## config.mk

```make
export PLATFORM = sky130hd
export DESIGN_NAME = argo_chan_rx
export DESIGN_NICKNAME = d
export VERILOG_FILES = /design/src/rtl/argo_chan_pkg.sv /design/src/rtl/argo_chan_rx.sv
export SDC_FILE = /design/constraint.sdc
export NUM_CORES = 1
export LEC_CHECK = 0
export ABC_CLOCK_PERIOD_IN_PS = 1700
export CORE_MARGIN = 2
export CORE_UTILIZATION = 45
export CTS_BUF_LIST = sky130_fd_sc_hd__clkbuf_4 sky130_fd_sc_hd__clkbuf_8 sky130_fd_sc_hd__clkbuf_16
export CTS_CLUSTER_SIZE = 24
export DETAILED_ROUTE_END_ITERATION = 10
export HOLD_SLACK_MARGIN = 0.02
export PLACE_DENSITY = 0.83
export SYNTH_ARGS = -nofsm -noshare
export SYNTH_HDL_FRONTEND = slang
export SYNTH_SLANG_ARGS = --single-unit
```

## constraint.sdc

```tcl
create_clock -name clk -period 1.7 [get_ports clk]
set_input_delay 0.17 -clock clk [delete_from_list [all_inputs] [get_ports clk]]
set_output_delay 0.17 -clock clk [all_outputs]
set_load 0.005 [all_outputs]
```

## src/rtl/argo_chan_pkg.sv

```systemverilog
// Shared Argo channel definitions: receive-buffer occupancy encoding and
// constants common to argo_fifo and argo_chan_rx.
package argo_chan_pkg;

   typedef enum logic [1:0] {
      EMPTY = 2'd0,
      ONE   = 2'd1,
      TWO   = 2'd2
   } occ_e;

   localparam int DEFAULT_DATA_WIDTH = 32;
   localparam int RD_LATENCY         = 1;

endpackage

```

## src/rtl/argo_chan_rx.sv

```systemverilog
// Argo channel receive adapter: pops argo_fifo, hides its 1-cycle read latency
// and feeds a 2-entry valid/ready output buffer. Optional counters: ARGO_CHAN_RX_STATS_EN.
//
// state | meaning
// EMPTY | no buffered element (a read may be in flight)
// ONE   | buf0 holds the head
// TWO   | buf0 head, buf1 next; no read in flight
module argo_chan_rx
   import argo_chan_pkg::*;
#(
   parameter int DATA_WIDTH = DEFAULT_DATA_WIDTH,
   parameter int CNT_WIDTH  = 32
) (
   input  logic                  clk,
   input  logic                  rst,
   input  logic                  fifo_empty,
   output logic                  fifo_rd_en,
   input  logic [DATA_WIDTH-1:0] fifo_rd_data,
   output logic                  out_valid,
   input  logic                  out_ready,
`ifdef ARGO_CHAN_RX_STATS_EN
   output logic [CNT_WIDTH-1:0]  rx_count,
   output logic [CNT_WIDTH-1:0]  stall_count,
`endif
   output logic [DATA_WIDTH-1:0] out_data
);

   if (RD_LATENCY != 1 || CNT_WIDTH < 1) begin : g_bad_cfg
      $error("argo_chan_rx supports only a 1-cycle FIFO read latency");
   end

   occ_e                  state_q, state_d;
   logic                  pend_q, pend_d;
   logic [DATA_WIDTH-1:0] buf0_q, buf0_d;
   logic [DATA_WIDTH-1:0] buf1_q, buf1_d;
   logic                  pop;
   logic [1:0]            land_idx;
   logic [1:0]            occ_n;

   assign out_valid = (state_q != EMPTY);
   assign out_data  = buf0_q;
   assign pop       = out_valid && out_ready;

   always_ff @(posedge clk or posedge rst) begin
      if (rst) begin
         state_q <= EMPTY;
         pend_q  <= 1'b0;
         buf0_q  <= '0;
         buf1_q  <= '0;
      end else begin
         state_q <= state_d;
         pend_q  <= pend_d;
         buf0_q  <= buf0_d;
         buf1_q  <= buf1_d;
      end
   end

   always_comb begin
      state_d    = state_q;
      buf0_d     = buf0_q;
      buf1_d     = buf1_q;
      land_idx   = 2'(state_q) - {1'b0, pop};
      occ_n      = land_idx + {1'b0, pend_q};
      // rst gate keeps the FIFO from being popped while we are held in reset
      fifo_rd_en = !rst && !fifo_empty && (occ_n <= 2'd1);
      pend_d     = fifo_rd_en;

      unique case (state_q)
         EMPTY: if (pend_q) state_d = ONE;
         ONE: begin
            if (pend_q && !pop)      state_d = TWO;
            else if (!pend_q && pop) state_d = EMPTY;
         end
         TWO:     if (pop) state_d = ONE;
         default: state_d = EMPTY;
      endcase

      if (pop) buf0_d = buf1_q;
      // landing slot is computed after the pop shift, so ONE+pop lands in buf0
      if (pend_q) begin
         if (land_idx == 2'd0) buf0_d = fifo_rd_data;
         else                  buf1_d = fifo_rd_data;
      end
   end

`ifdef ARGO_CHAN_RX_STATS_EN
   logic [CNT_WIDTH-1:0] rx_q, stall_q;

   always_ff @(posedge clk or posedge rst) begin
      if (rst) begin
         rx_q    <= '0;
         stall_q <= '0;
      end else begin
         if (pop)                    rx_q    <= rx_q + 1'b1;
         if (out_valid && !out_ready) stall_q <= stall_q + 1'b1;
      end
   end

   assign rx_count    = rx_q;
   assign stall_count = stall_q;
`endif

endmodule

```

Word level (Yosys, flattened, before mapping)
Cells that the tools add are included.
{"block": "word_totals", "register_bits": 67, "in_bits": 36, "output_inout_bits": 34}
{"block": "classes", "addsub": 2, "magnitude_cmp": 1, "eq_ne": 5, "mux": 8, "bitwise_logic": 1, "reduce_logical": 14}
{"cell": "32-bit 2-to-1 mux", "count": 3}
{"cell": "2-bit 2-to-1 mux", "count": 4}
{"cell": "2-bit one-hot mux with 3 select lines", "count": 1}
{"cell": "1-bit logical AND", "count": 5}
{"cell": "1-bit logical NOT", "count": 4}
{"cell": "2-bit logical NOT", "count": 2}
{"cell": "2-bit inequality test, second input constant", "count": 2}
{"cell": "3-bit inequality test, second input constant", "count": 1}
{"cell": "3-bit AND reduction", "count": 1}
{"cell": "2-bit by 1-bit adder with 2-bit output", "count": 1}
{"cell": "2-bit by 1-bit == test with 1-bit output, second input constant", "count": 1}
{"cell": "2-bit == test, second input constant", "count": 1}
{"cell": "2-bit by 1-bit <= comparator with 1-bit output, second input constant", "count": 1}
{"cell": "2-bit AND reduction", "count": 1}
{"cell": "2-bit nonzero test", "count": 1}
{"cell": "2-bit by 1-bit subtractor with 2-bit output", "count": 1}
{"cell": "1-bit NOT", "count": 1}

Depth between registers and ports, before layout
{"block": "depth", "depth_word": 6, "ltp_mapped": 7}

Worst setup path before layout
OpenSTA, ideal clock, no wires.
{"block": "synth_timing", "path_type": "register to register", "start": "reg state_q[1]", "end": "reg state_q[1]", "arrival_time_ps": 1484, "setup_slack_ps": 134, "path_stages_with_launch": 8, "period_less_slack_ps": 1566, "cell_sequence": "dfrtp_1 -> buf_6 -> o21a_1 -> inv_1 -> buf_2 -> ha_1 -> nand4bb_1 -> o21ai_0"}
{"block": "synth_between", "elab_chain_len": 6, "elab_cells_between_ends": 14, "cone_classes": "eq/ne (5); mux (2); reduce/logical (7)"}
{"item": "from (decl)", "line_no": "argo_chan_rx.sv:32", "source": "occ_e state_q, state_d;"}
{"item": "from (signal assigned)", "line_no": "argo_chan_rx.sv:51", "source": "state_q <= state_d;"}
{"item": "2-bit nonzero test", "line_no": "argo_chan_rx.sv:40", "source": "assign out_valid = (state_q != EMPTY);"}
{"item": "1-bit logical AND", "line_no": "argo_chan_rx.sv:42", "source": "assign pop = out_valid && out_ready;"}
{"item": "1-bit logical NOT", "line_no": "argo_chan_rx.sv:71", "source": "if (pend_q && !pop) state_d = TWO;"}
{"item": "1-bit logical AND", "line_no": "argo_chan_rx.sv:71"}
{"item": "3-bit inequality test (no line) or 2-bit 2-to-1 mux (tied branches)"}
{"item": "3-bit AND reduction (no line) or 2-bit one-hot mux with 3 select lines (tied branches)"}
Parallel ways exist; a longest one is shown, timed or not.
A chain may end at the register's enable or synchronous reset.

Final worst setup path
{"block": "layout_timing", "start": "reg state_q[0]", "end": "reg buf1_q[17]"}
{"block": "layout_between", "elab_chain_len": 6}
{"item": "2-bit nonzero test", "line_no": "argo_chan_rx.sv:40"}
{"item": "1-bit logical AND", "line_no": "argo_chan_rx.sv:42"}
{"item": "2-bit by 1-bit subtractor with 2-bit output *", "line_no": "argo_chan_rx.sv:62", "source": "land_idx = 2'(state_q) - {1'b0, pop};"}
{"item": "2-bit logical NOT *", "line_no": "argo_chan_rx.sv:81", "source": "if (land_idx == 2'd0) buf0_d = fifo_rd_data;"}
{"item": "1-bit NOT (no line) *"}
{"item": "2-bit AND reduction (no line) *"}
{"item": "to (signal assigned)", "line_no": "argo_chan_rx.sv:54", "source": "buf1_q <= buf1_d;"}
{"item": "to (decl)", "line_no": "argo_chan_rx.sv:35", "source": "logic [DATA_WIDTH-1:0] buf1_q, buf1_d;"}
Mark *: on every way between the ends. The rest lies on a longest branch, timed or not.

==> results.sh <==
export IMPL_grtUsageMet2_pct=33.54
export IMPL_p_per_area_mw_per_mm2=1645
export IMPL_ys_seq_elements=67
export IMPL_synth_cell_types=26
export IMPL_crit_chain="and2b_1, buf_4, o21ai_4, buf_12, mux2_2"
export IMPL_numCtsBuffers=9
export IMPL_worstMarginPinSlew_ns=0.3704
export IMPL_status="finished clean"
export IMPL_grt_busiest_layer="met2"
export IMPL_fin_cells=428
export IMPL_p_leak_nw=1.717
export IMPL_dr_pass1_iters=4
export IMPL_viasPerCell=5.334
export IMPL_yosys_top_cells_area="dfrtp_1 (54%), a31oi_2 (12%), mux2_2 (11%), nand2_1 (7.8%), nor3_1 (5.1%)"
export IMPL_p_clk_share_pct=18.7
export IMPL_start_kind="register"
export IMPL_switchingPower_w=0.002074
export IMPL_syn_avg_cell_area_um2=11.58
export IMPL_internal_power_w=0.004729
export IMPL_gp_congestion=0.7012
export IMPL_layout_commonest_cell="clkdlybuf4s50_1"
export IMPL_cts_tree="built"
export IMPL_synth_area_mm2=0.003127
export IMPL_clock_latency_ns=0.33
export IMPL_cts_sinks=67
export IMPL_placed_cell_area_mm2=0.003929
export IMPL_wire_per_inst_um=16.23
export IMPL_nFillCells=560
export IMPL_grtUsageMet1_pct=26.72
export IMPL_hp_class="in2async"
export IMPL_fin_nets=382
export IMPL_synth_fp_nets=307
export IMPL_finalClockSkew_ns=0.006676
export IMPL_fin_crit_sh_pct=94.17
export IMPL_grt_pass1_vias=2428
export IMPL_placed_cells=412
export IMPL_ir_worst_vdd_v=0.0008342
export IMPL_layout_drive_gt1_share_pct=28.45
export IMPL_fmax_ghz=0.6246
export IMPL_diodes=0
export IMPL_synth_cells=270
export IMPL_pwr_share_seq_pct=41.3
export IMPL_vias=2283
export IMPL_pin_count=70
export IMPL_core_mm2=0.006756
export IMPL_start_util_pct=46.28
export IMPL_r2r_slack_ns=0.1
export IMPL_grt_first_pass_wirelength_mm=11.99
export IMPL_final_area_mm2=0.004135
export IMPL_critPathMaxFanout=16
export IMPL_r2r_start="state_q[0]"
export IMPL_synth_top_cell_by_area="dfrtp_1"
export IMPL_postSynth_asyncResetShare_pct=100.0
export IMPL_hold_buffers=0
export IMPL_met3_usage_pct=4.265
export IMPL_synth_edf_count=0
export IMPL_grt_total_usage_pct=20.43
export IMPL_grt_max_degree=68
export IMPL_seq_area_mm2=0.001678
export IMPL_ant_nets=0
export IMPL_synth_flop_cell="dfrtp_1"
export IMPL_layout_common_cells="clkdlybuf4s50_1 (67), dfrtp_1 (66), nand2_1 (65)"
export IMPL_cp_arrival_ns=1.81
export IMPL_setup_viol=0
export IMPL_antenna_found_initial=0
export IMPL_cap_violations=0
export IMPL_grt_ovfl_total=0
export IMPL_rsz0062_at_grt="false"
export IMPL_max_stage_delay_ns=0.42
export IMPL_clkSlewWorstSetupHoldPaths_ns=0.07
export IMPL_drc=0
export IMPL_area_growth_pct=32.25
export IMPL_dpl_hpwl_mm=4.491
export IMPL_p_comb_share_pct=40.0
export IMPL_r2r_end="buf1_q[17]"
export IMPL_hold_violations=0
export IMPL_drt_initial_drc_count=131
export IMPL_cp_slowest_cell="dfrtp_1"
export IMPL_multi_input_comb_area_mm2=0.001291
export IMPL_rows=30
export IMPL_synth_top_area_share_pct=53.62
export IMPL_ys_warnings_count=0
export IMPL_drv_slew=0
export IMPL_cp_end_kind="register"
export IMPL_fp_dieW_um=87.36
export IMPL_die_area_mm2=0.007631
export IMPL_clockBufferDepth=2
export IMPL_sw_frac_of_total_pct=30.49
export IMPL_root_buffer="clkbuf_8"
export IMPL_h_tree_depth=3
export IMPL_crit_type="reg2reg"
export IMPL_synth_seq_area_share_pct=53.62
export IMPL_die_h_um=87.36
export IMPL_io_buffers=69
export IMPL_drt_total_wl_mm=6.947
export IMPL_period_minus_slack_ns=1.601
export IMPL_crit_path_start="state_q[0]"
export IMPL_worstPathRequired_ns=1.91
export IMPL_r2r_cells=5
export IMPL_slew_headroom_pct=75.31
[metrics by stage]
step	worst slack, ns	util, %	TNS [ns]	hold slack, ns	power, W
after global placement	-0.1346	58.15	-5.320	0.4740	0.005455
after floorplan	0.1338	-	0	0.3017	0.004272
after detailed placement	-0.1895	58.15	-6.331	0.4865	0.005565
final	0.09908	61.20	0	0.3253	0.006804
after CTS	0.02174	61.11	0	0.3458	0.006862
after global routing	0.04585	61.20	0	0.3753	0.007275
[routing by layer]
| layer | up-vias | part of all wire (%) |
|---|---|---|
| li1 | 1085 | - |
| met1 | 1134 | 45 |
| met2 | 54 | 49 |
| met3 | 10 | 4.4 |
| met4 | 0 | 1.5 |
| met5 | - | 0 |
[sequential cells by signal, summed over array words and instances, names as in the netlist]
| register | count |
|---|---|
| buf1_q | 32 |
| pend_q | 1 |
| state_q | 2 |
| out_data | 32 |
[power groups by stage]
stage	combinational (W)	sequential, W	clock (W)
2_1_floorplan	0.00149	0.00278	0
3_3_place_gp	0.00265	0.00280	0
3_5_place_dp	0.00274	0.00283	0
4_1_cts	0.00276	0.00281	0.00129
5_1_grt	0.00300	0.00290	0.00137
6_report	0.00272	0.00281	0.00127
[logic make-up (layout without fill, tap and decap cells)]
kind of cell	Yosys count	after routing	synth area share, %
adder cells (fa/ha/maj)	1	1	0.4001
flip-flops	67	67	53.62
multiplexers	32	32	11.52
AO/OA/AOI/OAI	40	40	14.33
AND/OR/NAND/NOR	106	106	14.93
buffers and inverters	24	102	5.202
[synth_stat cells (2+ instances only)]
master     n
buf_6      9
mux2_2    31
buf_2      4
a31oi_1    2
nand2b_1   2
clkbuf_1   9
o21a_1     2
o21ai_0    2
a31oi_2   30
inv_1      2
dfrtp_1   67
nor3_1    32
nand2_1   65
[worst max path at each step]
stage                      end  slack [ns]  cells past startpoint
global route        buf1_q[30]        0.05                      5
detailed placement  fifo_rd_en       -0.19                      6
global placement    fifo_rd_en       -0.13                      5
CTS                 fifo_rd_en        0.02                      5
finish              buf1_q[17]         0.1                      5
floorplan           state_q[1]        0.13                      7
[worst max-delay path: cells and delay by family (launching register included)]
family	cells	cell delay (ns)
AOI/OAI and AO/OA	1	0.19
DFF	1	0.42
buffers and inverters	2	0.34
muxes	1	0.34
and+or+nand+nor	1	0.19
[cell type report]
cell class	count	share of cell area [%]
repair buffers	86	21.03
clock buffers	11	3.510
multi-input cells	179	31.23
flip-flops and latches	67	40.57
well taps	80	2.421
inverters	2	0.2723
clock inverters	3	0.9682
[what timing repair did]
action                                  in CTS  in global routing
pin swaps                                    1                  1
gates resized for setup                      2                  5
endpoints found under the setup margin       2                  2
buffers inserted                             2                  0
(Power assumes the default switching activity.)
